## config.mk

```make
export PLATFORM = sky130hd
export DESIGN_NAME = pixel_uart_serializer
export DESIGN_NICKNAME = d
export VERILOG_FILES = /design/src/rtl/pixel_uart_serializer.sv
export SDC_FILE = /design/constraint.sdc
export NUM_CORES = 1
export LEC_CHECK = 0
export CORE_AREA = 2 2 162 164
export CTS_CLUSTER_DIAMETER = 100
export CTS_CLUSTER_SIZE = 10
export DETAILED_ROUTE_END_ITERATION = 10
export DIE_AREA = 0 0 164 166
export PLACE_DENSITY = 0.67
export RECOVER_POWER = 25
export SLEW_MARGIN = 5
export SYNTH_ARGS = -nofsm -noshare
export SYNTH_HDL_FRONTEND = slang
export SYNTH_SLANG_ARGS = --single-unit
```

## constraint.sdc

```tcl
create_clock -name clk -period 2.5 [get_ports clk]
set_input_delay 0.5 -clock clk [delete_from_list [all_inputs] [get_ports clk]]
set_output_delay 0.5 -clock clk [all_outputs]
set_load 0.005 [all_outputs]
```

## src/rtl/pixel_uart_serializer.sv

```systemverilog
// pixel_uart_serializer: buffers 16-bit pixels in a small FIFO and hands them to a
// UART transmitter as two bytes each, counting pixels per frame and flagging drops.
module pixel_uart_serializer #(
    parameter int unsigned FRAME_PIXELS = 16384,
    parameter int unsigned FIFO_AW      = 4,
    parameter bit          MSB_FIRST    = 1'b1
) (
    input  logic        clk,
    input  logic        rst,
    input  logic        pixel_valid,
    input  logic [15:0] pixel_data,
    input  logic        tx_ready,
    output logic        tx_valid,
    output logic [7:0]  tx_data,
    output logic        frame_done,
    output logic [13:0] pixel_count,
    output logic        fifo_overflow,
    output logic        busy
);

    typedef enum logic [1:0] {
        IDLE,
        BYTE0,
        BYTE1
    } state_t;

    localparam int unsigned       DEPTH    = 1 << FIFO_AW;
    localparam logic [FIFO_AW:0]  FULL_CNT = (FIFO_AW + 1)'(DEPTH);
    localparam logic [13:0]       LAST_PIX = 14'(FRAME_PIXELS - 1);

    // FIFO storage and bookkeeping
    logic [15:0]        mem_q [DEPTH];
    logic [FIFO_AW-1:0] wr_ptr_q;
    logic [FIFO_AW-1:0] rd_ptr_q;
    logic [FIFO_AW:0]   cnt_q;
    logic               ovf_q;

    // Serializer state
    state_t      state_q, state_d;
    logic [15:0] pix_q, pix_d;
    logic        tx_valid_q, tx_valid_d;
    logic [7:0]  tx_data_q, tx_data_d;
    logic        frame_done_q, frame_done_d;
    logic [13:0] pix_cnt_q, pix_cnt_d;

    logic        pop;
    logic        push;
    logic        fifo_empty;
    logic        fifo_full;
    logic [15:0] head;
    logic        handshake;

    assign fifo_empty = (cnt_q == '0);
    assign fifo_full  = (cnt_q == FULL_CNT);
    assign head       = mem_q[rd_ptr_q];
    // A full FIFO still accepts a pixel when the serializer pops in the same cycle.
    assign push       = pixel_valid && (!fifo_full || pop);
    assign handshake  = tx_valid_q && tx_ready;

    function automatic logic [7:0] first_byte(input logic [15:0] p);
        return MSB_FIRST ? p[15:8] : p[7:0];
    endfunction

    function automatic logic [7:0] second_byte(input logic [15:0] p);
        return MSB_FIRST ? p[7:0] : p[15:8];
    endfunction

    // FIFO data array: written on accepted pixels, contents need no reset
    always_ff @(posedge clk) begin
        if (push) begin
            mem_q[wr_ptr_q] <= pixel_data;
        end
    end

    // FIFO pointers, occupancy and sticky overflow flag
    always_ff @(posedge clk) begin
        if (rst) begin
            wr_ptr_q <= '0;
            rd_ptr_q <= '0;
            cnt_q    <= '0;
            ovf_q    <= 1'b0;
        end else begin
            if (push) begin
                wr_ptr_q <= wr_ptr_q + 1'b1;
            end
            if (pop) begin
                rd_ptr_q <= rd_ptr_q + 1'b1;
            end
            case ({push, pop})
                2'b10:   cnt_q <= cnt_q + 1'b1;
                2'b01:   cnt_q <= cnt_q - 1'b1;
                default: cnt_q <= cnt_q;
            endcase
            if (pixel_valid && !push) begin
                ovf_q <= 1'b1;
            end
        end
    end

    // Serializer state register
    always_ff @(posedge clk) begin
        if (rst) begin
            state_q      <= IDLE;
            pix_q        <= '0;
            tx_valid_q   <= 1'b0;
            tx_data_q    <= '0;
            frame_done_q <= 1'b0;
            pix_cnt_q    <= '0;
        end else begin
            state_q      <= state_d;
            pix_q        <= pix_d;
            tx_valid_q   <= tx_valid_d;
            tx_data_q    <= tx_data_d;
            frame_done_q <= frame_done_d;
            pix_cnt_q    <= pix_cnt_d;
        end
    end

    // Serializer next-state: pop a pixel, emit two bytes, advance frame counter
    always_comb begin
        state_d      = state_q;
        pix_d        = pix_q;
        tx_valid_d   = tx_valid_q;
        tx_data_d    = tx_data_q;
        frame_done_d = 1'b0;
        pix_cnt_d    = pix_cnt_q;
        pop          = 1'b0;
        case (state_q)
            IDLE: begin
                tx_valid_d = 1'b0;
                if (!fifo_empty) begin
                    pop        = 1'b1;
                    pix_d      = head;
                    tx_data_d  = first_byte(head);
                    tx_valid_d = 1'b1;
                    state_d    = BYTE0;
                end
            end
            BYTE0: begin
                if (handshake) begin
                    tx_data_d = second_byte(pix_q);
                    state_d   = BYTE1;
                end
            end
            BYTE1: begin
                if (handshake) begin
                    tx_valid_d = 1'b0;
                    state_d    = IDLE;
                    if (pix_cnt_q == LAST_PIX) begin
                        pix_cnt_d    = '0;
                        frame_done_d = 1'b1;
                    end else begin
                        pix_cnt_d = pix_cnt_q + 1'b1;
                    end
                end
            end
            default: begin
                tx_valid_d = 1'b0;
                state_d    = IDLE;
            end
        endcase
    end

    assign tx_valid      = tx_valid_q;
    assign tx_data       = tx_data_q;
    assign frame_done    = frame_done_q;
    assign pixel_count   = pix_cnt_q;
    assign fifo_overflow = ovf_q;
    assign busy          = !fifo_empty || (state_q != IDLE);

endmodule
```

* Yosys cells after proc, flatten, opt, wreduce, memory -nomap -nowiden *
Memories as Yosys holds them, arrays and structs flattened. A register that Yosys moved wholly into a read port is not among the register bits.
Cells that the tools add are included.

operators by class
  add/sub/neg operators = 5
  multipliers = 0
  div/mod/pow operators = 0
  order comparisons = 0
  equality and inequality tests = 9
  shifts and indexed selects = 0
  muxes and demuxes = 18
  bitwise operators = 4
  reductions and logical operators = 19

operator list
  cell                                                                count
  8-bit 2-to-1 mux                                                    2
  8-bit case mux with 2 select lines                                  1
  14-bit by 1-bit adder with 14-bit output, second input constant     1
  14-bit == test, second input constant                               1
  14-bit 2-to-1 mux                                                   1
  5-bit case mux with 2 select lines                                  1
  4-bit by 1-bit adder with 4-bit output, second input constant       2
  4-bit 2-to-1 mux                                                    2
  1-bit 2-to-1 mux                                                    6
  2-bit 2-to-1 mux                                                    3
  2-bit != test, second input constant                                3
  2-bit case mux with 3 select lines                                  1
  2-bit AND reduction                                                 3
  3-bit AND reduction                                                 2
  2-bit nonzero test                                                  3
  5-bit by 1-bit adder with 5-bit output, second input constant       1
  5-bit == test, second input constant                                1
  5-bit logical NOT                                                   1
  5-bit by 1-bit subtractor with 5-bit output, second input constant  1
  2-bit by 1-bit == test with 1-bit output, second input constant     2
  2-bit == test, second input constant                                2
  1-bit NOT                                                           4
  1-bit logical AND                                                   3
  1-bit logical NOT                                                   3
  4 further kinds                                                     5

storage, ports and cells
  flip-flop bits (word level) = 48
  bits in latches = 0
  memory bits (writable) = 256
  memory bits (read-only) = 0
  input port bits = 20
  output and inout bits = 26
  logic and storage cells = 66
  memories = 1

memory list
  memory  depth  width  read ports  clocked after Yosys merged registers in  write ports  line  source
  mem_q   16     16     1           1                                        1            32    logic [15:0] mem_q [DEPTH];

* Depth between registers and ports, before layout *
  depth in word-level cells = 7
  mapped depth = 10
  gate-level depth less buffers = 9

* Worst setup path after synthesis *
Ideal clock, no wire load.

  kind = flip-flop to flip-flop
  from = register state_q[1]
  to = memory mem_q[3][0], enable pin
  setup time = 0.409 ns
  arrival time = 2.373 ns
  required time = 2.091 ns
  path slack = -0.282 ns
  stages on the path, launching flop included = 6
  path buffers = 1
  clock period less this slack = 2.782 ns
  cells stage by stage = dfxtp_1 -> or2_0 -> clkbuf_1 -> a31oi_2 -> nand2_1 -> nor3_1

between the ends
  longest elaborated chain between the ends = 6

RTL lines
  item                                    line  source
  start: declaration                      39    state_t state_q, state_d;
  start signal: assignment                110   state_q <= state_d;
  2-bit logical NOT                       128   case (state_q)
  1-bit 2-to-1 mux                        128
  1-bit logical OR                        57    assign push = pixel_valid && (!fifo_full || pop);
  1-bit logical AND                       57
  1-bit 2-to-1 mux                        70    if (push) begin
  1-bit 2-to-1 mux (not written as such)  71    mem_q[wr_ptr_q] <= pixel_data;
  end: declaration                        32

Every way passes these cells.

* Worst setup path in the final report *
  from = register cnt_q[0]
  to = output busy

between the ends
  longest elaborated chain between the ends = 3

RTL lines
  item                      line  source
  start: declaration        35    logic [FIFO_AW:0] cnt_q;
  start signal: assignment  90    2'b10: cnt_q <= cnt_q + 1'b1;
  start signal: assignment  91    2'b01: cnt_q <= cnt_q - 1'b1;
  start signal: assignment  92    default: cnt_q <= cnt_q;
  5-bit logical NOT         53    assign fifo_empty = (cnt_q == '0);
  1-bit logical NOT         169   assign busy = !fifo_empty || (state_q != IDLE);
  1-bit logical OR          169
  end: declaration          18    output logic busy

Every way passes these cells.

==> metrics.md <==
| Metric | Value |
|---|---|
| Achievable Freq | `425 MHz` |
| Number of global-route vias before repair | `6781` |
| Switching share of power | `0.258` |
| Slowest CP cell | `clkdlybuf4s50_1` |
| Total power | `13.2 mW` |
| Via/cell ratio | `5.71` |
| Total track usage | `0.195` |
| Starting DRT DRC Count | `469` |
| Pleak | `4.65 nW` |
| HP Class | `reg -> reg` |
| Setup CP Type | `reg -> out` |
| Final hold slack | `0.489 ns` |
| Initial Util | `0.473` |
| FF+latch count, synth | `308` |
| Clk_lat worst skew | `0.51 ns` |
| Die Ht | `166 um` |
| Synthesized Nets | `698` |
| DR vias | `6436` |
| IR drop worst, VDD | `0.000622 V` |
| CTS Root Buffer Type | `clkbuf_16` |
| Crit end category | `primary output` |
| GPL Wtd Cong | `0.881` |
| Rel. slew slack | `0.589` |
| Yosys warnings | `0` |
| Max_cap viols | `0` |
| Global-route wire length before repair | `39.7 mm` |
| Final non-filler cell total | `1128` |
| DR pass1 iterations | `5` |
| Core ar. | `25600 um^2` |
| I/O Buffers | `45` |
| Antenna-violating nets left | `0` |
| Delay of the slowest critical-path stage | `0.46 ns` |
| Yosys top cell area share | `0.634` |
| Crit path cell chain | `nor4_4 -> buf_4 -> nand3_1 -> clkdlybuf4s50_1` |
| CTS H-tree depth | `2` |
| Clock buffer count from CTS | `36` |
| HPWL after DPL | `16.5 mm` |
| Initial antenna violation count | `0` |
| Run status | `finished clean` |
| N_diodes | `0` |
| Top FF cell, synth | `edfxtp_1` |
| Min Tclk post-route | `2.35 ns` |
| Final Hold Fails | `0` |
| CP Launch Type | `register` |
| Post-Synthesis Cells | `668` |
| CTS Sinks | `308` |
| Skew final | `0.0128 ns` |
| Combinational fraction of design power | `0.196` |
| CP Data Required Time | `2.00 ns` |
| Sw Pwr | `3.40 mW` |
| Post-synth ARST share | `0` |
| Clk buf depth | `3` |
| CTS tree | `done` |
| Congestion Overflow GR | `0` |
| Worst path arrival time | `1.85 ns` |
| Commonest cells in the netlist | `edfxtp_1 (256), mux4_2 (64), dfxtp_1 (52), nor2_1 (38), mux2i_1 (34)` |
| # DRC | `0` |
| Reg power frac | `0.462` |
| Power density over cell area | `915 nW/um^2` |
| Row cnt | `59` |
| Clk network pwr share | `0.342` |
| DRT Wirelength | `25.5 mm` |
| Most common cell in the netlist | `edfxtp_1` |
| # setup viols final | `0` |
| Distinct cells, synth | `52` |
| CTS Hold Bufs | `0` |
| Internal power | `9.81 mW` |
| Largest net degree at the start of global routing | `49` |
| Max-slew violation count | `0` |
| Top cell type by total area after synthesis | `edfxtp_1` |
| IO Pins | `46` |
| Die Wd | `164 um` |
| # placed instances | `1067` |
| Fin crit share | `0.941` |
| Register area share after synthesis | `0.720` |
| Die Footprint | `27200 um^2` |
| Utilization after layout | `0.564` |
| Mean routed wirelength per cell | `22.6 um` |
| Share of layout cells above drive strength 1 | `0.256` |
| Syn-to-layout area delta | `19.1%` |
| Synthesized area | `12100 um^2` |
| Number of synthesized flops with an enable pin | `256` |
| Synthesized area per cell | `18.1 um^2` |
| Most area-consuming cells after synthesis | `edfxtp_1 (63%), mux4_2 (12%), dfxtp_1 (8.6%), mux2i_1 (2.8%), nor2_1 (1.2%)` |
| Crit path max fanout | `4` |
| CTS clk-pin slew, worst paths | `0.06 ns` |
| Final nets | `804` |
| Worst-Margin Slew | `0.615 ns` |
## sequential cells by signal (all words and copies together) (netlist names), named ones only
signal and cells:
tx_valid 1, wr_ptr_q 4, state_q 2, pix_q 8, mem_q 256, fifo_overflow 1, tx_data 8, cnt_q 5
frame_done 1, rd_ptr_q 4, pixel_count 14
## power by group through the flow
stage                     Clock (mW)  Combinational, mW  Sequential [mW]
after floorplan                    0               1.66             6.11
after global routing            4.82               2.81             6.13
final                           4.52               2.59             6.11
after detailed placement           0               2.50             6.19
after global placement             0               2.43             6.17
after CTS                       4.63               2.52             6.09
## repair_timing
action	in CTS	in global routing
buffers inserted	0	4
endpoints found under the setup margin	1	2
gates resized for setup	0	5
hold endpoints to repair	0	0
pin swaps	1	2
## through the flow
stage	setup TNS (ns)	cell area, um^2	setup WS (ns)
after floorplan	0	12100	0.0266
after global placement	-1.41	13400	-0.239
after detailed placement	-2.24	13400	-0.344
after CTS	0	14400	0.00959
after global routing	-0.0805	14400	-0.0805
final	0	14400	0.148
## final cells by class
type / count / area, um^2
well taps: 335 / 419
fillers: 1886 / 11200
clock buffers: 54 / 968
flip-flops and latches: 308 / 8740
inverters: 12 / 45.0
repair buffers: 101 / 996
multi-input cells: 315 / 3240
clock inverters: 3 / 28.8
## path summary, 6_finish.rpt
path / start / slack (ns) / cells past startpoint / endpoint
setup / recovery: cnt_q[0] / 0.15 / 4 / busy
hold / removal: fifo_overflow / 0.49 / 2 / fifo_overflow
setup reg to reg: cnt_q[2] / 0.18 / 10 / cnt_q[4]
hold reg to reg: fifo_overflow / 0.49 / 2 / fifo_overflow
## layout by cell type, fill, tap and decap left out, types with 2 or more instances in the layout
cell type / count
nand4_1: 5
dfxtp_2: 4
mux2_2: 8
nor2_1: 26
xnor2_1: 9
a21oi_1: 21
inv_1: 12
nor4_1: 2
nor2_2: 13
mux2i_1: 34
clkbuf_16: 36
mux4_2: 64
dlygate4sd3_1: 10
ha_1: 9
nor2b_1: 2
o22ai_1: 8
buf_4: 46
o21ai_0: 12
a31o_2: 8
clkbuf_1: 18
dfxtp_1: 47
nor3_1: 3
nand2_1: 31
clkdlybuf4s50_1: 35
edfxtp_1: 256
xor2_1: 9
buf_12: 10
or3_1: 4
nor3_2: 4
nand3_1: 8
a221oi_1: 8
nand2b_1: 2
## worst max-delay path, delay by kind of cell (launching register included)
kind,cells,cell delay [ns]
AND/OR/NAND/NOR,2,0.37
buffers and inverters,2,0.62
flip-flops,1,0.35
## logic make-up (layout without fill, tap and decap cells)
logic type               Yosys count  after routing  share of synthesized area
buffers and inverters             45            170                     0.0176
adder cells (fa/ha/maj)           10             10                     0.0109
AO/OA/AOI/OAI                     70             70                     0.0397
XOR/XNOR                          18             18                     0.0130
multiplexers                     106            106                      0.154
AND/OR/NAND/NOR                  111            111                     0.0440
flip-flops                       308            308                      0.720
## routing by layer
| layer | track usage | vias to the layer above | part of all wire |
|---|---|---|---|
| met3 | 0.0290 | 48 | 0.040 |
| met1 | 0.260 | 3345 | 0.42 |
| met4 | 0.0736 | 0 | 0.030 |
| li1 | - | 2875 | - |
| met5 | 0 | - | 0 |
| met2 | 0.325 | 168 | 0.51 |
(Power assumes the default switching activity.)
